## src/rtl/elevator_pkg.sv

```systemverilog
// Shared types and the idle/door-exit scan decision for the elevator scheduler.
package elevator_pkg;

    typedef enum logic [1:0] {IDLE, MOVE_UP, MOVE_DOWN, DOOR} car_state_t;

    localparam logic DIR_UP   = 1'b1;
    localparam logic DIR_DOWN = 1'b0;

    // Pick a travel direction from the scan terms; ties go to the last direction served.
    function automatic car_state_t scan_decision(
        input logic any_above,
        input logic any_below,
        input logic last_dir
    );
        if (any_above && any_below) begin
            return (last_dir == DIR_UP) ? MOVE_UP : MOVE_DOWN;
        end else if (any_above) begin
            return MOVE_UP;
        end else if (any_below) begin
            return MOVE_DOWN;
        end
        return IDLE;
    endfunction

endpackage

```

## src/rtl/elevator_floor_scan.sv

```systemverilog
// Reduces the pending bitmap into above/below/here terms relative to the car position.
module elevator_floor_scan #(
    parameter int unsigned NUM_FLOORS = 8,
    parameter int unsigned FLOOR_W    = $clog2(NUM_FLOORS)
) (
    input  logic [NUM_FLOORS-1:0] pending,
    input  logic [FLOOR_W-1:0]    car_floor,
    output logic                  any_above,
    output logic                  any_below,
    output logic                  here
);

    logic [NUM_FLOORS-1:0] above_mask;
    logic [NUM_FLOORS-1:0] below_mask;
    logic [NUM_FLOORS-1:0] here_mask;

    // Position masks built by comparison so no variable part-select is needed.
    always_comb begin
        above_mask = '0;
        below_mask = '0;
        here_mask  = '0;
        for (int i = 0; i < NUM_FLOORS; i++) begin
            above_mask[i] = FLOOR_W'(i) > car_floor;
            below_mask[i] = FLOOR_W'(i) < car_floor;
            here_mask[i]  = FLOOR_W'(i) == car_floor;
        end
    end

    assign any_above = |(pending & above_mask);
    assign any_below = |(pending & below_mask);
    assign here      = |(pending & here_mask);

endmodule

```

## src/rtl/elevator_scan_scheduler.sv

```systemverilog
// LOOK-style elevator scheduler: request bitmap plus scan FSM driving motor and door commands.
module elevator_scan_scheduler
    import elevator_pkg::*;
#(
    parameter int unsigned NUM_FLOORS = 8,
    parameter int unsigned FLOOR_W    = $clog2(NUM_FLOORS)
) (
    input  logic                  clk,
    input  logic                  rst,
    input  logic                  req_valid,
    input  logic [FLOOR_W-1:0]    req_floor,
    input  logic [FLOOR_W-1:0]    car_floor,
    input  logic                  floor_tick,
    input  logic                  door_done,
    output logic                  move_en,
    output logic                  next_up_ndown,
    output logic                  door_open,
    output logic                  queue_empty,
    output logic [NUM_FLOORS-1:0] pending
);

    car_state_t            state;
    car_state_t            state_nxt;
    logic                  last_dir;
    logic                  last_dir_nxt;
    logic                  any_above;
    logic                  any_below;
    logic                  here;
    logic                  req_in_range;
    logic                  door_entry;
    logic [NUM_FLOORS-1:0] set_vec;
    logic [NUM_FLOORS-1:0] clr_vec;
    logic [NUM_FLOORS-1:0] pending_nxt;

    elevator_floor_scan #(
        .NUM_FLOORS (NUM_FLOORS),
        .FLOOR_W    (FLOOR_W)
    ) u_floor_scan (
        .pending    (pending),
        .car_floor  (car_floor),
        .any_above  (any_above),
        .any_below  (any_below),
        .here       (here)
    );

    // Scan decisions; move states only re-evaluate on an alignment tick.
    always_comb begin
        state_nxt    = state;
        last_dir_nxt = last_dir;
        unique case (state)
            IDLE: begin
                state_nxt = here ? DOOR : scan_decision(any_above, any_below, last_dir);
            end
            MOVE_UP: begin
                if (floor_tick) begin
                    if (here)           state_nxt = DOOR;
                    else if (any_above) state_nxt = MOVE_UP;
                    else if (any_below) state_nxt = MOVE_DOWN;
                    else                state_nxt = IDLE;
                end
            end
            MOVE_DOWN: begin
                if (floor_tick) begin
                    if (here)           state_nxt = DOOR;
                    else if (any_below) state_nxt = MOVE_DOWN;
                    else if (any_above) state_nxt = MOVE_UP;
                    else                state_nxt = IDLE;
                end
            end
            DOOR: begin
                if (door_done) state_nxt = scan_decision(any_above, any_below, last_dir);
            end
            default: state_nxt = IDLE;
        endcase

        door_entry = (state_nxt == DOOR) && (state != DOOR);
        if (door_entry && (state == MOVE_UP))   last_dir_nxt = DIR_UP;
        if (door_entry && (state == MOVE_DOWN)) last_dir_nxt = DIR_DOWN;
    end

    // The served floor is cleared on door entry and held clear for the whole door cycle.
    always_comb begin
        req_in_range = 32'(req_floor) < NUM_FLOORS;
        set_vec      = (req_valid && req_in_range) ? (NUM_FLOORS'(1) << req_floor) : '0;
        clr_vec      = (door_entry || (state == DOOR)) ? (NUM_FLOORS'(1) << car_floor) : '0;
        pending_nxt  = (pending | set_vec) & ~clr_vec;
    end

    always_ff @(posedge clk) begin
        if (rst) begin
            state         <= IDLE;
            last_dir      <= DIR_UP;
            pending       <= '0;
            queue_empty   <= 1'b1;
            move_en       <= 1'b0;
            door_open     <= 1'b0;
            next_up_ndown <= DIR_UP;
        end else begin
            state       <= state_nxt;
            last_dir    <= last_dir_nxt;
            pending     <= pending_nxt;
            queue_empty <= ~|pending_nxt;
            move_en     <= (state_nxt == MOVE_UP) || (state_nxt == MOVE_DOWN);
            door_open   <= state_nxt == DOOR;
            if (state_nxt == MOVE_UP)   next_up_ndown <= DIR_UP;
            if (state_nxt == MOVE_DOWN) next_up_ndown <= DIR_DOWN;
        end
    end

endmodule

```

## config.mk

```make
export PLATFORM = sky130hd
export DESIGN_NAME = elevator_scan_scheduler
export DESIGN_NICKNAME = d
export VERILOG_FILES = /design/src/rtl/elevator_pkg.sv /design/src/rtl/elevator_floor_scan.sv /design/src/rtl/elevator_scan_scheduler.sv
export SDC_FILE = /design/constraint.sdc
export NUM_CORES = 1
export LEC_CHECK = 0
export ABC_AREA = 1
export ABC_CLOCK_PERIOD_IN_PS = 2300
export CAP_MARGIN = 10
export CORE_MARGIN = 5
export CORE_UTILIZATION = 47
export CTS_BUF_LIST = sky130_fd_sc_hd__clkbuf_8
export DETAILED_ROUTE_END_ITERATION = 8
export PLACE_DENSITY = 0.77
export RECOVER_POWER = 100
export SYNTH_ARGS = -nofsm -noshare
export SYNTH_HDL_FRONTEND = slang
export SYNTH_SLANG_ARGS = --single-unit
```

## constraint.sdc

```tcl
create_clock -name clk -period 2.3 [get_ports clk]
set_input_delay 0.345 -clock clk [delete_from_list [all_inputs] [get_ports clk]]
set_output_delay 0.345 -clock clk [all_outputs]
set_load 0.005 [all_outputs]
```

; Yosys cells after proc, flatten, opt, wreduce, memory -nomap -nowiden
; Index checks and enable logic that the tools add are counted.
[word_totals]
mem_bits_ro = 0
mem_count = 0
in_bits = 11
latch_bits = 0
ff_bits = 15
word_cells = 89
mem_bits_rw = 0
[classes]
muxes = 29
shift = 2
bitwise_logic = 6
reduce_logical = 15
div = 0
n_eq_ne = 14
add_sub_neg = 0
mul = 0
magnitude_cmp = 16
[ops]
columns = operator, n
row1 = $and A8 B8 Y8, 4
row2 = $reduce_or A8 Y1, 4
row3 = $mux W2, 15
row4 = $mux W8, 2
row5 = $shl A1 B3 Y8 const A, 2
row6 = $eq A3 B3 Y1 const A, 4
row7 = $gt A3 B3 Y1 const A, 4
row8 = $lt A3 B3 Y1 const A, 4
row9 = $mux W1, 11
row10 = $eq A2 B2 Y1 const B, 4
row11 = $not A8 Y8, 1
row12 = $or A8 B8 Y8, 1
row13 = $pmux W2 S4, 1
row14 = $eq A2 B3 Y1 const A, 2
row15 = $gt A1 B3 Y1 const A, 2
row16 = $gt A2 B3 Y1 const A, 2
row17 = $lt A1 B3 Y1 const A, 2
row18 = $lt A2 B3 Y1 const A, 2
row19 = $eq A2 B1 Y1 const B, 2
row20 = $logic_and A1 B1 Y1, 4
row21 = $reduce_bool A2 Y1, 2
row22 = $eq A1 B3 Y1 const A, 1
row23 = $logic_not A3 Y1, 1
row24 = $logic_not A2 Y1, 1
row25 = other kinds (3), 4

; Logic depth before layout (Yosys ltp)
[depth]
ltp_word = 19
depth_mapped = 19

; By module
; From an unflattened synthesis, not the netlist that was laid out.
[unflattened]
cells_unflattened = 195
hier_area_um2 = 1106.1
[modules_own_cells]
columns = mod, area_each_um2, instances, cells_per_inst, seq_area_each_um2
row1 = elevator_scan_scheduler, 830.8, 1, 137, 300.3
row2 = elevator_floor_scan, 275.3, 1, 58, 0.0

; Worst setup path after synthesis
; No wires, ideal clock.
[synth_path]
path_kind = in2reg
from = input port car_floor[0]
to = register queue_empty
path_stages = 17
setup_slack_ps = 34
path_buffers = 1
required_ps = 2179
arrival_time_ps = 2145
setup_ps = 121
cell_sequence = buf_4 -> nand2_2 -> nor2_1 -> nand2_1 -> nand2_1 -> nor2_1 -> and2_4 -> nand2_1 -> nand2_1 -> nand3_2 -> nor2_4 -> inv_1 -> ha_1 -> nor2_1 -> o21ai_0 -> nand4_1 -> o21ai_0
[synth_via]
elab_chain_len = 19
[synth_lines]
columns = item, line_no
row1 = from (decl), elevator_scan_scheduler.sv:12  ; input logic [FLOOR_W-1:0] car_floor,
row2 = "$lt A1 B3 Y1, or another cell as far along", elevator_floor_scan.sv:24  ; below_mask[i] = FLOOR_W'(i) < car_floor;
row3 = $and A8 B8 Y8, elevator_floor_scan.sv:30  ; assign any_below = |(pending & below_mask);
row4 = $reduce_or A8 Y1, elevator_floor_scan.sv:30
row5 = $mux W1, elevator_pkg.sv:19  ; end else if (any_below) begin
row6 = $mux W1, elevator_pkg.sv:17  ; end else if (any_above) begin
row7 = $mux W1, elevator_pkg.sv:15  ; if (any_above && any_below) begin
row8 = $mux W1, elevator_scan_scheduler.sv:71  ; if (door_done) state_nxt = scan_decision(any_above, any_below, last_dir);
row9 = $mux W1, elevator_scan_scheduler.sv:50  ; unique case (state)
row10 = (+3 left out), n/a
row11 = net state_nxt[0], elevator_scan_scheduler.sv:23  ; car_state_t state_nxt;
row12 = $eq A2 B2 Y1 (*), elevator_scan_scheduler.sv:76  ; door_entry = (state_nxt == DOOR) && (state != DOOR);
row13 = $logic_and A1 B1 Y1 (*), elevator_scan_scheduler.sv:76
row14 = $logic_or A1 B1 Y1 (*), elevator_scan_scheduler.sv:85  ; clr_vec = (door_entry || (state == DOOR)) ? (NUM_FLOORS'(1) << car_floor) : '0;
row15 = $mux W8 (*), elevator_scan_scheduler.sv:85
row16 = $not A8 Y8 (*), elevator_scan_scheduler.sv:86  ; pending_nxt = (pending | set_vec) & ~clr_vec;
row17 = $and A8 B8 Y8 (*), elevator_scan_scheduler.sv:86
row18 = $reduce_or A8 Y1 (*), elevator_scan_scheduler.sv:102  ; queue_empty <= ~|pending_nxt;
row19 = $logic_not A1 Y1 (*), elevator_scan_scheduler.sv:102
row20 = to (signal assigned), elevator_scan_scheduler.sv:102
row21 = to (decl), elevator_scan_scheduler.sv:18  ; output logic queue_empty,
; The timed path passes the listed nets; every way through them passes the cells marked *. The select of a mux whose other input is x is not followed.
; A chain may end at the register's enable or synchronous reset.

; Worst setup path after layout
[layout_path]
from = input port car_floor[2]
to = register queue_empty
; The elaborated chain is that of the path after synthesis.

==> flow_summary_export.csv <==
group,metric,value,unit
placed_design,dpl-instance-area,1470,µm²
final_layout,final_area,2010,µm²
power,finalPower,1.15,mW
worst_setup_path,crit_start,"car_floor[2]",
floorplanning,initial_core_util,48.0,%
final_layout,area_growth,92.7,%
sta,rsz0062_at_grt,"yes",
drt,drt_iter0_markers,154,
cts,cts_sinks,15,
grt,grt_pass1_wl,7.02,mm
cts,htree_levels,1,
sta,min_period_over_period,107,%
grt,grt_max_degree,15,
final_layout,final_nets,246,
final_layout,final_core_util,92.4,%
floorplanning,ioPinCount,23,
synth,synth_warnings,0,
cts,insertion_delay,0.25,ns
final_layout,antenna_cells,0,
synth,synthFlopType,"dfxtp_1",
floorplanning,row_count,17,
worst_setup_path,crit_cells,20,
final_layout,register_area,307,µm²
worst_setup_path,critPathMaxStageDelay,0.25,ns
final_layout,multi_input_area,885,µm²
power,ir_drop,0.816,mV
worst_setup_path,startpoint_type,"primary input",
worst_setup_path,cp.arrival,2.63,ns
outcome,outcome,"finished with violations",
synth,ys_seq_elements,15,
worst_setup_path,end_kind,"flop",
sta,clock_skew,0.00174,ns
drt,routed_wire_length_per_instance,21.7,µm
sta,relSlewSlack,60.1,%
drt,wirelength,5.64,mm
sta,max_freq,408,MHz
worst_setup_path,worstPathBufferInverterCount,5,
grt,grt_pass1_vias,1494,
synth,yosysSeqAreaShare,28.8,%
placed_design,port_buffers,22,
drt,vias,1609,
worst_setup_path,r2r_end,"queue_empty$_SDFF_PP1_",
sta,whs,0.510,ns
placed_design,preCtsSetupSlack,-0.710,ns
worst_setup_path,ff2ff_setup_slack,-0.14,ns
synth,ys_async_sr_fraction,0,%
grt,antenna_found_initial,0,
worst_setup_path,cp.required,2.47,ns
drt,first_pass_iters,5,
grt,track_usage,27.5,%
power,pwr_density_cell,575,nW/µm²
placed_design,gp_congestion,0.906,
drt,post-route-drc-count,0,
synth,synth_nets,173,
synth,synth_edf_count,0,
worst_setup_path,crit_top_cell,"nand2_2",
cts,cts_hold_buf,0,
worst_setup_path,slowest_stage,"o32ai_2",
grt,grt-ovfl-total,0,
final_layout,layout_common_cells,"buf_4 (40), nand2_1 (25), nor2_1 (18)",
drt,drtAntennaViolNets,0,
worst_setup_path,crit_chain,"clkbuf_4 > buf_8 > nand2_4 > nand3_1 > nand2_1 > nor2_2 > nand2_2 > inv_2 > nand2_4 > nand2_2 > nand2_1 > nand3_2 > nand2_2 > inv_2 > ha_4 > nor2_4 > buf_4 > o32ai_2 > nand4_1 > o21ai_1",
worst_setup_path,worstPathMaxFanout,5,
hold_path,worstHoldPathType,"reg -> reg",
cts,cts_tree,"done",
final_layout,nFillCells,86,
worst_setup_path,reg2reg_from,"pending[7]$_SDFF_PP0_",
final_layout,drive_above_1_share,52.2,%
job,maxCapViolations,0,
cts,cts_root_buf,"clkbuf_8",
placed_design,dpl.hpwl,2.41,mm
floorplanning,die_area,3260,µm²
synth,synth.distinct_cells,24,
synth,netlist_area,1040,µm²
drt,via_per_inst,6.19,
sta,setup_viol,10,
synth,synthCells,160,
worst_setup_path,worstRegToRegCells,15,
sta,worst_pin_slew,0.597,ns
cts,path_clk_slew,0.06,ns
power,p_leak,0.926,nW
sta,fin_ws,-0.153,ns
worst_setup_path,crit_end,"queue_empty$_SDFF_PP1_",
floorplanning,coreArea,2170,µm²
cts,cts_buffers,3,
sta,hold_viol,0,
floorplanning,fp.dieH,57.1,µm
synth,syn_avg_cell_area,6.51,µm²
floorplanning,fp.dieW,57.1,µm
worst_setup_path,worstSetupPathType,"in -> reg",
sta,timing.final.crit_period,2.45,ns
final_layout,layout_commonest_cell,"buf_4",
outcome,violations,"negative setup slack",
cts,cts.path.max_buffers,2,
sta,slew_viol_final,0,
worst_setup_path,cp_top_family,"simple AND/OR/NAND/NOR gates",
==> cells in the mapped netlist, types with 2 or more instances <==
cell	count	area [µm²]
ha_1	2	25.0
dfxtp_1	15	300
nor2_1	23	86.3
buf_6	2	22.5
o21ai_0	14	70.1
nand2_1	37	139
inv_1	17	63.8
inv_2	3	11.3
nor2_2	3	18.8
a21oi_1	2	10.0
nand3_1	10	50.1
o31ai_1	3	22.5
nand2_2	8	50.1
o32ai_1	2	17.5
nand3_2	4	40.0
nor2_4	2	22.5
nand4_1	6	37.5
==> power breakdown <==
part	total, mW	switching, mW	internal, mW
clock network	0.204	0.0855	0.118
logic	0.621	0.320	0.301
registers	0.328	0.0325	0.295
total	1.15	0.438	0.714
==> stage by stage <==
step | setup TNS, ns | cells
6_report | -0.688 | 260
5_1_grt | -1.61 | 260
4_1_cts | 0 | 252
3_5_place_dp | -7.05 | 234
3_3_place_gp | -5.86 | 234
2_1_floorplan | 0 | 160
==> timing repair <==
item,4_1_cts,5_1_grt
setup buffers,13,9
gates cloned,1,0
gates resized for setup,58,44
pin swaps,24,23
endpoints found under the setup margin,13,12
==> registers in the layout, summed over array words and instances, names as in the netlist <==
name	count
queue_empty	1
door_open	1
pending	8
last_dir	1
next_up_ndown	1
state	2
move_en	1
==> worst reg2reg max path, stage by stage (launching register included) <==
cell and delay, ns:
dfxtp_1 0.40, inv_1 0.09, o21ai_0 0.26, nor2_2 0.09
and2_4 0.19, nand2_2 0.07, nand2_1 0.07, nand3_2 0.08
nand2_2 0.07, inv_2 0.10, ha_4 0.15, nor2_4 0.05
buf_4 0.14, o32ai_2 0.25, nand4_1 0.16, o21ai_1 0.17
==> kinds of logic after synthesis <==
group | Yosys count | share of synthesized area, %
and+or+nand+nor | 95 | 44.6
AOI/OAI and AO/OA | 24 | 13.7
buffers and inverters | 24 | 10.5
DFF | 15 | 28.8
adders and majority gates | 2 | 2.40
==> final cells by class <==
type,count,area share (%)
clock inverters,1,0.187
clock buffers,3,2.06
inverters,20,4.24
well taps,28,1.75
multi-input cells,121,44.1
repair buffers,72,32.4
flip-flops and latches,15,15.3
==> how the worst min path moves through the flow <==
| stage | start | endpoint | slack [ns] | depth (start not counted) |
|---|---|---|---|---|
| 6_report | last_dir$_SDFFE_PP1P_ | last_dir$_SDFFE_PP1P_ | 0.51 | 2 |
| 5_1_grt | next_up_ndown$_SDFFE_PP1P_ | next_up_ndown$_SDFFE_PP1P_ | 0.55 | 2 |
| 4_1_cts | last_dir$_SDFFE_PP1P_ | last_dir$_SDFFE_PP1P_ | 0.50 | 2 |
| 3_5_place_dp | last_dir$_SDFFE_PP1P_ | last_dir$_SDFFE_PP1P_ | 0.49 | 2 |
| 3_3_place_gp | next_up_ndown$_SDFFE_PP1P_ | next_up_ndown$_SDFFE_PP1P_ | 0.46 | 2 |
| 2_1_floorplan | rst | pending[0]$_SDFF_PP0_ | 0.42 | 1 |
==> metal layers <==
metal | track usage [%] | part of all wire, % | wire [µm]
met4 | 18.2 | 6.5 | 368
met5 | 0 | 0 | 0
met1 | 31.8 | 37 | 2070
met2 | 46.3 | 48 | 2690
met3 | 4.52 | 9.1 | 516
No activity file was read; power rests on OpenSTA's default activity.
